[src/rtl/cdc_pkg.sv]
// ============================================================================
// Module   : cdc_pkg
// Brief    : Shared state encodings and a constant clog2 helper for the
//            cdc request arbiter slice.
// Revision : 1.0
// ============================================================================
`default_nettype none

package cdc_pkg;

    typedef enum logic [1:0] {
        ARB_IDLE   = 2'd0,
        ARB_LAUNCH = 2'd1,
        ARB_WAIT   = 2'd2
    } arb_state_t;

    function automatic int clog2(input int value);
        int r;
        r = 0;
        while ((1 << r) < value) begin
            r = r + 1;
        end
        return r;
    endfunction

endpackage

`default_nettype wire

[src/rtl/cdc_rr_pick.sv]
// ============================================================================
// Module   : cdc_rr_pick
// Brief    : Combinational round-robin picker: first set request at or after
//            ptr, wrapping.
// Revision : 1.0
// ============================================================================
`default_nettype none

module cdc_rr_pick #(
    parameter int NREQ = 4,
    parameter int IDXW = 2
) (
    input  logic [NREQ-1:0] req,
    input  logic [IDXW-1:0] ptr,
    output logic            valid,
    output logic [IDXW-1:0] idx
);

    logic [2*NREQ-1:0] w_dbl;
    logic [NREQ-1:0]   w_rot;

    // Rotating the doubled vector puts the pointer position at bit 0
    assign w_dbl = {req, req} >> ptr;
    assign w_rot = w_dbl[NREQ-1:0];

    always_comb begin
        int s;
        valid = 1'b0;
        idx   = '0;
        s     = 0;
        for (int k = NREQ - 1; k >= 0; k--) begin
            if (w_rot[k]) begin
                s = int'(ptr) + k;
                if (s >= NREQ) begin
                    s = s - NREQ;
                end
                valid = 1'b1;
                idx   = IDXW'(s);
            end
        end
    end

endmodule

`default_nettype wire

[src/rtl/cdc_req_arbiter.sv]
// ============================================================================
// Module   : cdc_req_arbiter
// Brief    : Round-robin sharing of one handshake channel among NREQ
//            requesters, one transfer outstanding. Optional ack timeout is
//            enabled with the CDC_ARB_TIMEOUT_EN macro.
// Revision : 1.0
// ============================================================================
`default_nettype none

module cdc_req_arbiter
    import cdc_pkg::*;
#(
    parameter  int NREQ  = 4,
    parameter  int WIDTH = 8,
    parameter  int TMO   = 255,
    localparam int IDXW  = clog2(NREQ)
) (
    input  logic                  rst,
    input  logic                  src_clk,
    input  logic [NREQ-1:0]       req,
    input  logic [NREQ*WIDTH-1:0] req_data,
    output logic [NREQ-1:0]       done,
    output logic [NREQ-1:0]       err,
    output logic                  busy,
    output logic [IDXW+WIDTH-1:0] hs_src,
    output logic                  hs_val,
    input  logic                  hs_ack
);

    arb_state_t        r_state;
    logic [IDXW-1:0]   r_ptr;
    logic [IDXW-1:0]   r_idx;
    logic [WIDTH-1:0]  r_data;
    logic              r_hs_val;
    logic              r_busy;
    logic [NREQ-1:0]   r_done;
    logic              w_valid;
    logic [IDXW-1:0]   w_idx;
    logic [IDXW-1:0]   w_ptr_next;
    logic [NREQ-1:0]   w_idx_onehot;

    cdc_rr_pick #(
        .NREQ (NREQ),
        .IDXW (IDXW)
    ) u_pick (
        .req   (req),
        .ptr   (r_ptr),
        .valid (w_valid),
        .idx   (w_idx)
    );

    assign w_ptr_next   = (r_idx == IDXW'(NREQ - 1)) ? '0 : r_idx + 1'b1;
    assign w_idx_onehot = NREQ'(1) << r_idx;

`ifdef CDC_ARB_TIMEOUT_EN
    localparam int CNTW = clog2(TMO + 1);

    logic [CNTW-1:0] r_cnt;
    logic [NREQ-1:0] r_err;
`endif

    always_ff @(posedge src_clk or posedge rst) begin
        if (rst) begin
            r_state  <= ARB_IDLE;
            r_ptr    <= '0;
            r_idx    <= '0;
            r_data   <= '0;
            r_hs_val <= 1'b0;
            r_busy   <= 1'b0;
            r_done   <= '0;
`ifdef CDC_ARB_TIMEOUT_EN
            r_cnt    <= '0;
            r_err    <= '0;
`endif
        end else begin
            r_hs_val <= 1'b0;
            r_done   <= '0;
`ifdef CDC_ARB_TIMEOUT_EN
            r_err    <= '0;
`endif
            case (r_state)
                ARB_IDLE: begin
                    if (w_valid) begin
                        r_idx    <= w_idx;
                        r_data   <= req_data[int'(w_idx)*WIDTH +: WIDTH];
                        r_hs_val <= 1'b1;
                        r_busy   <= 1'b1;
                        r_state  <= ARB_LAUNCH;
                    end
                end
                ARB_LAUNCH: begin
                    // An ack arriving here is early and deliberately dropped
                    r_state <= ARB_WAIT;
`ifdef CDC_ARB_TIMEOUT_EN
                    r_cnt   <= '0;
`endif
                end
                ARB_WAIT: begin
                    if (hs_ack) begin
                        r_done  <= w_idx_onehot;
                        r_ptr   <= w_ptr_next;
                        r_busy  <= 1'b0;
                        r_state <= ARB_IDLE;
                    end
`ifdef CDC_ARB_TIMEOUT_EN
                    else if (r_cnt == CNTW'(TMO - 1)) begin
                        r_err   <= w_idx_onehot;
                        r_ptr   <= w_ptr_next;
                        r_busy  <= 1'b0;
                        r_state <= ARB_IDLE;
                    end else begin
                        r_cnt <= r_cnt + 1'b1;
                    end
`endif
                end
                default: begin
                    r_busy  <= 1'b0;
                    r_state <= ARB_IDLE;
                end
            endcase
        end
    end

    assign hs_src = {r_idx, r_data};
    assign hs_val = r_hs_val;
    assign busy   = r_busy;
    assign done   = r_done;

`ifdef CDC_ARB_TIMEOUT_EN
    assign err = r_err;
`else
    assign err = '0;
`endif

endmodule

`default_nettype wire

[config.mk]
export PLATFORM = sky130hd
export DESIGN_NAME = cdc_req_arbiter
export DESIGN_NICKNAME = d
export VERILOG_FILES = /design/src/rtl/cdc_pkg.sv /design/src/rtl/cdc_rr_pick.sv /design/src/rtl/cdc_req_arbiter.sv
export SDC_FILE = /design/constraint.sdc
export NUM_CORES = 1
export LEC_CHECK = 0
export ABC_AREA = 0
export BUFFER_PORTS_ARGS = -buffer_cell sky130_fd_sc_hd__buf_2
export CORE_AREA = 2 2 56 58
export CTS_CLUSTER_SIZE = 24
export DETAILED_ROUTE_END_ITERATION = 8
export DIE_AREA = 0 0 58 60
export PLACE_DENSITY = 0.73
export REMOVE_ABC_BUFFERS = 1
export SKIP_LAST_GASP = 1
export SLEW_MARGIN = 20
export SYNTH_ARGS = -nofsm -noshare
export SYNTH_HDL_FRONTEND = slang
export SYNTH_SLANG_ARGS = --single-unit
[constraint.sdc]
create_clock -name src_clk -period 1.5 [get_ports src_clk]
set_clock_uncertainty 0.1 [all_clocks]
set_input_delay 0.15 -clock src_clk [delete_from_list [all_inputs] [get_ports src_clk]]
set_output_delay 0.15 -clock src_clk [all_outputs]
set_load 0.05 [all_outputs]
# Word-level counts from Yosys, hierarchy flattened
# Cells that the tools add are included.
# Widths: inputs -> output; s select.
# op_classes
multipliers	0
n_eq_ne	5
order_cmp	4
n_mux	23
n_bitwise	1
div_mod_pow	0
reduce_logical	5
n_shift	3
addsub	8
# ops
operator	count
$shiftx 32x6->8	1
$mux 2	11
$ge 3x3->1 const B	3
$mux 1	8
$mux 4	2
$shr 8x2->4	1
$sub 2x1->2 const B	4
$add 2x2->3 const B	2
$pmux 2 s3	1
$reduce_and 2->1	3
$eq 2x2->1 const B	2
$shl 1x2->4 const A	1
$add 2x1->3 const B	1
$ge 2x3->1 const B	1
$pmux 1 s3	1
$reduce_and 3->1	1
$add 2x1->2 const B	1
$eq 2x1->1 const B	1
$logic_not 2->1	1
$ne 2x1->1 const B	1
$ne 2x2->1 const B	1
$not 1->1	1
# word_totals
mem_bits_ro	0
output_inout_bits	20
regBits	20
ramBits	0
mem_count	0
latchBits	0
word_cells	56
input_bits	39

# Logic depth before layout (Yosys ltp)
# logic_depth
depth_word	8
mapped_depth	7

# By module
# A second synthesis with hierarchy kept.
# hier_totals
hier_cells	105
area_unflattened_um2	1118.6
# by_module_without_submodules
module	seq_area_each_um2	n_inst	area_per_inst_um2	cells_each
cdc_req_arbiter	500.5	1	1041.0	90
cdc_rr_pick	0.0	1	77.6	15

# Least setup slack after synthesis
# Ideal clock, no wire load.
# synth_path
path_type	register to register
start	register r_ptr[0]
end	register r_data[3]
path_slack_ps	-22
setup_time_ps	139
n_path_buf	2
path_stages_with_launch	8
t_required_ps	1261
t_arrival_ps	1282
cell_sequence	dfrtp_1 -> inv_1 -> a221oi_1 -> o22ai_1 -> buf_6 -> buf_12 -> mux2i_1 -> o221ai_1
# synth_between
elab_chain_cells	8
elab_cells_between_ends	26
cone_classes	7 x add/sub; 4 x order compare; 2 x shift; 12 x mux; 1 x reduce/logical
# synth_rtl
item	line	source
start: declaration	cdc_req_arbiter.sv:31	logic [IDXW-1:0] r_ptr;
start signal: assignment	cdc_req_arbiter.sv:101	r_ptr <= w_ptr_next;
$add 2x2->3	cdc_rr_pick.sv:33	s = int'(ptr) + k;
$ge 3x3->1 / $sub 2x1->2 (equally long branches)	cdc_rr_pick.sv:34, cdc_rr_pick.sv:35	
$mux 2	cdc_rr_pick.sv:34	if (s >= NREQ) begin
$mux 2 (4 in series)	cdc_rr_pick.sv:32	if (w_rot[k]) begin
$shiftx 32x6->8	cdc_req_arbiter.sv:85	r_data <= req_data[int'(w_idx)*WIDTH +: WIDTH];
end signal: assignment	cdc_req_arbiter.sv:85	
end: declaration	cdc_req_arbiter.sv:33	logic [WIDTH-1:0] r_data;
# Several ways; a longest one is shown, not always the timed one.
# A chain may end at the register's enable or synchronous reset.

# Worst setup path after layout
# layout_path
start	register r_ptr[1]
end	register r_data[3]
# Same word-level chain as after synthesis.

==> summary by stage <==
Finish
In the layout the commonest cells are buf_2 (54), dfrtp_1 (20), mux2i_1 (15). The library cell used most frequently in the layout, excluding fill and tap cells, is buf_2. Once layout is done, the placed cells without fillers occupy ~1500 um^2.

The net count of the finished layout is 215. The fraction of layout instances using a drive strength above 1 is around 49%. The area growth from synthesis to final layout is 39.4%. The repair_antennas step left the layout with diodes totalling 0.

Counting the fill cells in the layout gives ~260.

Outcome
The flow ran to the end, but the final reports show violations. The final reports fail on negative setup slack.

Drt
The starting DRC count in detailed routing is 19. The wire length after detailed routing is between 2000 and 3000 um. After detailed routing, the number of vias per cell comes to ~4.9. The remaining routing DRC violations is 0.

The antenna violation net count after detailed routing is 0. Detailed routing inserted a total of ~1000 vias. In the final routed layout, each cell accounts on average for about 12 um. The first detailed-routing pass ran for 3 iterations.

Setup path
The critical path is of the flip-flop to flip-flop type. The slowest stage of the critical path is the dfrtp_1 cell. The largest single stage delay on the critical path is about 430 ps.

STA classifies the critical path endpoint as a flip-flop. The endpoint required time on the critical path is 1570 ps. The number of buffer and inverter stages on the critical path is 2. The cell family with the largest share of critical-path delay is compound AO/OA/AOI/OAI gates. Data arrives at the worst endpoint at 1700 ps. Measured in cells, the most critical reg-to-reg path has a length of 6.

STA classifies the critical path startpoint as a flip-flop. Along the worst path, the maximum fanout reaches 17. The signal on the critical path passes through buf_4 -> a221oi_2 -> o22ai_2 -> buf_12 -> mux2i_1 -> o221ai_1. The critical path depth is 6.

Floorplan
The number of cell rows is 20. The chip width is around 58 um. The area of the placeable core is between 2000 and 3000 um^2. The die is 60 um tall. between 50 and 60 I/O pins were placed. The floorplan die area is approximately 3500 um^2. The starting density of the core is 38.1%.

Timing
Derived from the worst setup path, the maximum achievable clock frequency is just over 0.6 GHz. The final critical-path share of the clock period is 109%. Setup repair after global routing could not meet its margin everywhere. The count of pins over their slew limit is 0.

The number of endpoints with negative hold slack in the final report is 0. In the post-route analysis, the smallest setup slack over all paths is -128 ps. The routed design could run at a clock period as short as 1630 ps. Setup violations remaining at the end of the flow were counted as 8.

Yosys
The post-synthesis sequential area ratio is 45.2%. The synthesized netlist contains 26 unique library cells. The average footprint of a synthesized cell is ~11 um^2. The synthesized netlist occupies a cell area of around 1100 um^2. The synthesized design contains 20 register bits. The xor-xnor portion of the synthesized cell area is 0%. The synthesized-area fraction occupied by ao, oa, aoi and oai cells is between 10% and 20%. Summing the areas of all fa, ha and maj instances in the mapped netlist gives between 4 and 5% of the synthesized area.

Of the post-synthesis cell area, the part taken by muxes is roughly 15%. The synthesized-area fraction occupied by and/or/nand/nor cells is a little over a tenth. For this run, the number of Yosys warnings is 0. The cell count after synthesis came out at around 110. By area, the combinational part of the netlist is dominated by multiplexers.

Global route
The number of global-route vias before repair was ~930. Entering global routing, the biggest net connects 21 pins. The global-route wire length before repair is 3930 um. The initial antenna violation count came to 0. The leftover overflow at the end of global routing is 0. The global-route total usage across every layer is 15.1%.

Pwr
The analysis attributes to cell leakage a power of about 0.87 nW. Across the VDD grid, the largest voltage drop is between 0.9 and 1 mV. The power per cell area is about 2100 nW/um^2. The total chip power is 3.19 mW.

Placement
The placer congestion estimate is around 0.72. The HPWL after detailed placement is between 1500 and 2000 um. After detailed placement, the total cell area comes to 1450 um^2.

The count of input and output buffers is 54.

Clock network
The clock network latency to the later pin of the worst-skew pair is 290 ps. The clock tree buffer depth is 2. The number of clock sinks is 20. The number of buffers created by CTS is 3. Clock-pin slew was measured on the worst setup and hold paths at 110 ps. The buffer cell driving the clock tree root is clkbuf_4. The TritonCTS clock tree is done.

The depth of the CTS H-tree is 1.

Min path
The worst hold path was traced through 4 stages. The class of the tightest hold or removal check is input pin to flip-flop.

Flow run
The count of max-cap constraint violations is 0.
==> where the power goes <==
group	internal [mW]	leakage [nW]	switching (mW)	total, mW
combinational	0.731	0.597	1.26	1.99
sequential	0.765	0.251	0.132	0.897
clock	0.148	0.0210	0.156	0.304
==> per-layer routing <==
layer / vias up / GRT usage, % / wire length [um]
li1: 492 / - / -
met1: 450 / 18.4 / 1050
met2: 47 / 25.6 / 1230
met3: 2 / 3.68 / 211
met4: 0 / 5.98 / 21
met5: - / 0 / 0
==> cell families (layout without fill, tap and decap cells) <==
family | after synthesis | after routing
compound gates | 20 | 20
fa+ha+maj | 4 | 4
buf+inv | 18 | 80
flops | 20 | 20
mux | 17 | 17
other cells | 1 | 4
simple gates | 25 | 26
==> state kept, by name, indices dropped and copies added, names as in the netlist <==
register	flops
busy	1
done	4
hs_val	1
r_data	8
r_idx	2
r_ptr	2
r_state	2
==> cell usage after synthesis <==
cell type,n,share of area (%)
dfrtp_1,20,45
mux2i_1,16,14
nand2_1,13,4.4
inv_1,8,2.7
o221ai_1,8,6.3
and2_1,4,2.3
buf_4,4,2.7
ha_1,4,4.5
nor2_1,4,1.4
o21ai_0,4,1.8
a21oi_1,2,0.91
a221oi_1,2,1.6
buf_6,2,2.0
o21ai_1,2,0.91
a2bb2o_1,1,0.91
and3b_1,1,0.79
buf_12,1,1.8
buf_2,1,0.45
clkbuf_1,1,0.34
conb_1,1,0.34
inv_2,1,0.34
mux2_2,1,1.0
nor4_1,1,0.57
o22ai_1,1,0.57
or2_1,1,0.57
or3_4,1,1.0
==> per-stage QoR <==
stage / TNS [ps] / setup WS (ps) / cells / hold slack, ps / utilization (%)
after floorplan: -7590 / -876 / 99 / 13.8 / -
after global placement: -708 / -101 / 197 / 86.3 / 49.9
after detailed placement: -1290 / -191 / 197 / 105 / 49.9
after CTS: -781 / -119 / 203 / 18.4 / 52.4
after global routing: -1550 / -221 / 204 / 62.4 / 53.1
final: -797 / -128 / 204 / 29.3 / 53.1
==> worst min-delay path: stages <==
cell	delay [ps]
buf_2	90
nor2_1	40
nand2_1	50
o21ai_0	60
==> final timing paths <==
kind / to / startpoint / slack, ps
min reg2reg: r_data[3] / r_data[3] / 400
min: busy / hs_ack / 30
max reg2reg: r_data[3] / r_ptr[1] / -130
min in group asynchronous: r_data[6] / rst / 320
max in group asynchronous: r_ptr[0] / rst / 780
max: r_data[3] / r_ptr[1] / -130
==> cell type report <==
cell class	instances	area, um^2	area share, %
Clock buffer	4	36.3	2.35
Inverter	9	33.8	2.19
Multi-Input combinational cell	71	547	35.5
Sequential cell	20	500	32.5
Tap cell	33	41.3	2.68
Timing Repair Buffer	67	383	24.8
==> what timing repair did <==
| action | 4_1_cts | 5_1_grt |
|---|---|---|
| endpoints found under the hold margin | 20 | 0 |
| pin swaps | 1 | 1 |
| hold buffers | 1 | 0 |
| setup buffers | 0 | 1 |
| gates resized for setup | 5 | 4 |
| setup endpoints to repair | 9 | 9 |
| cloned | 1 | 0 |
No activity file was read; power rests on OpenSTA's default activity.
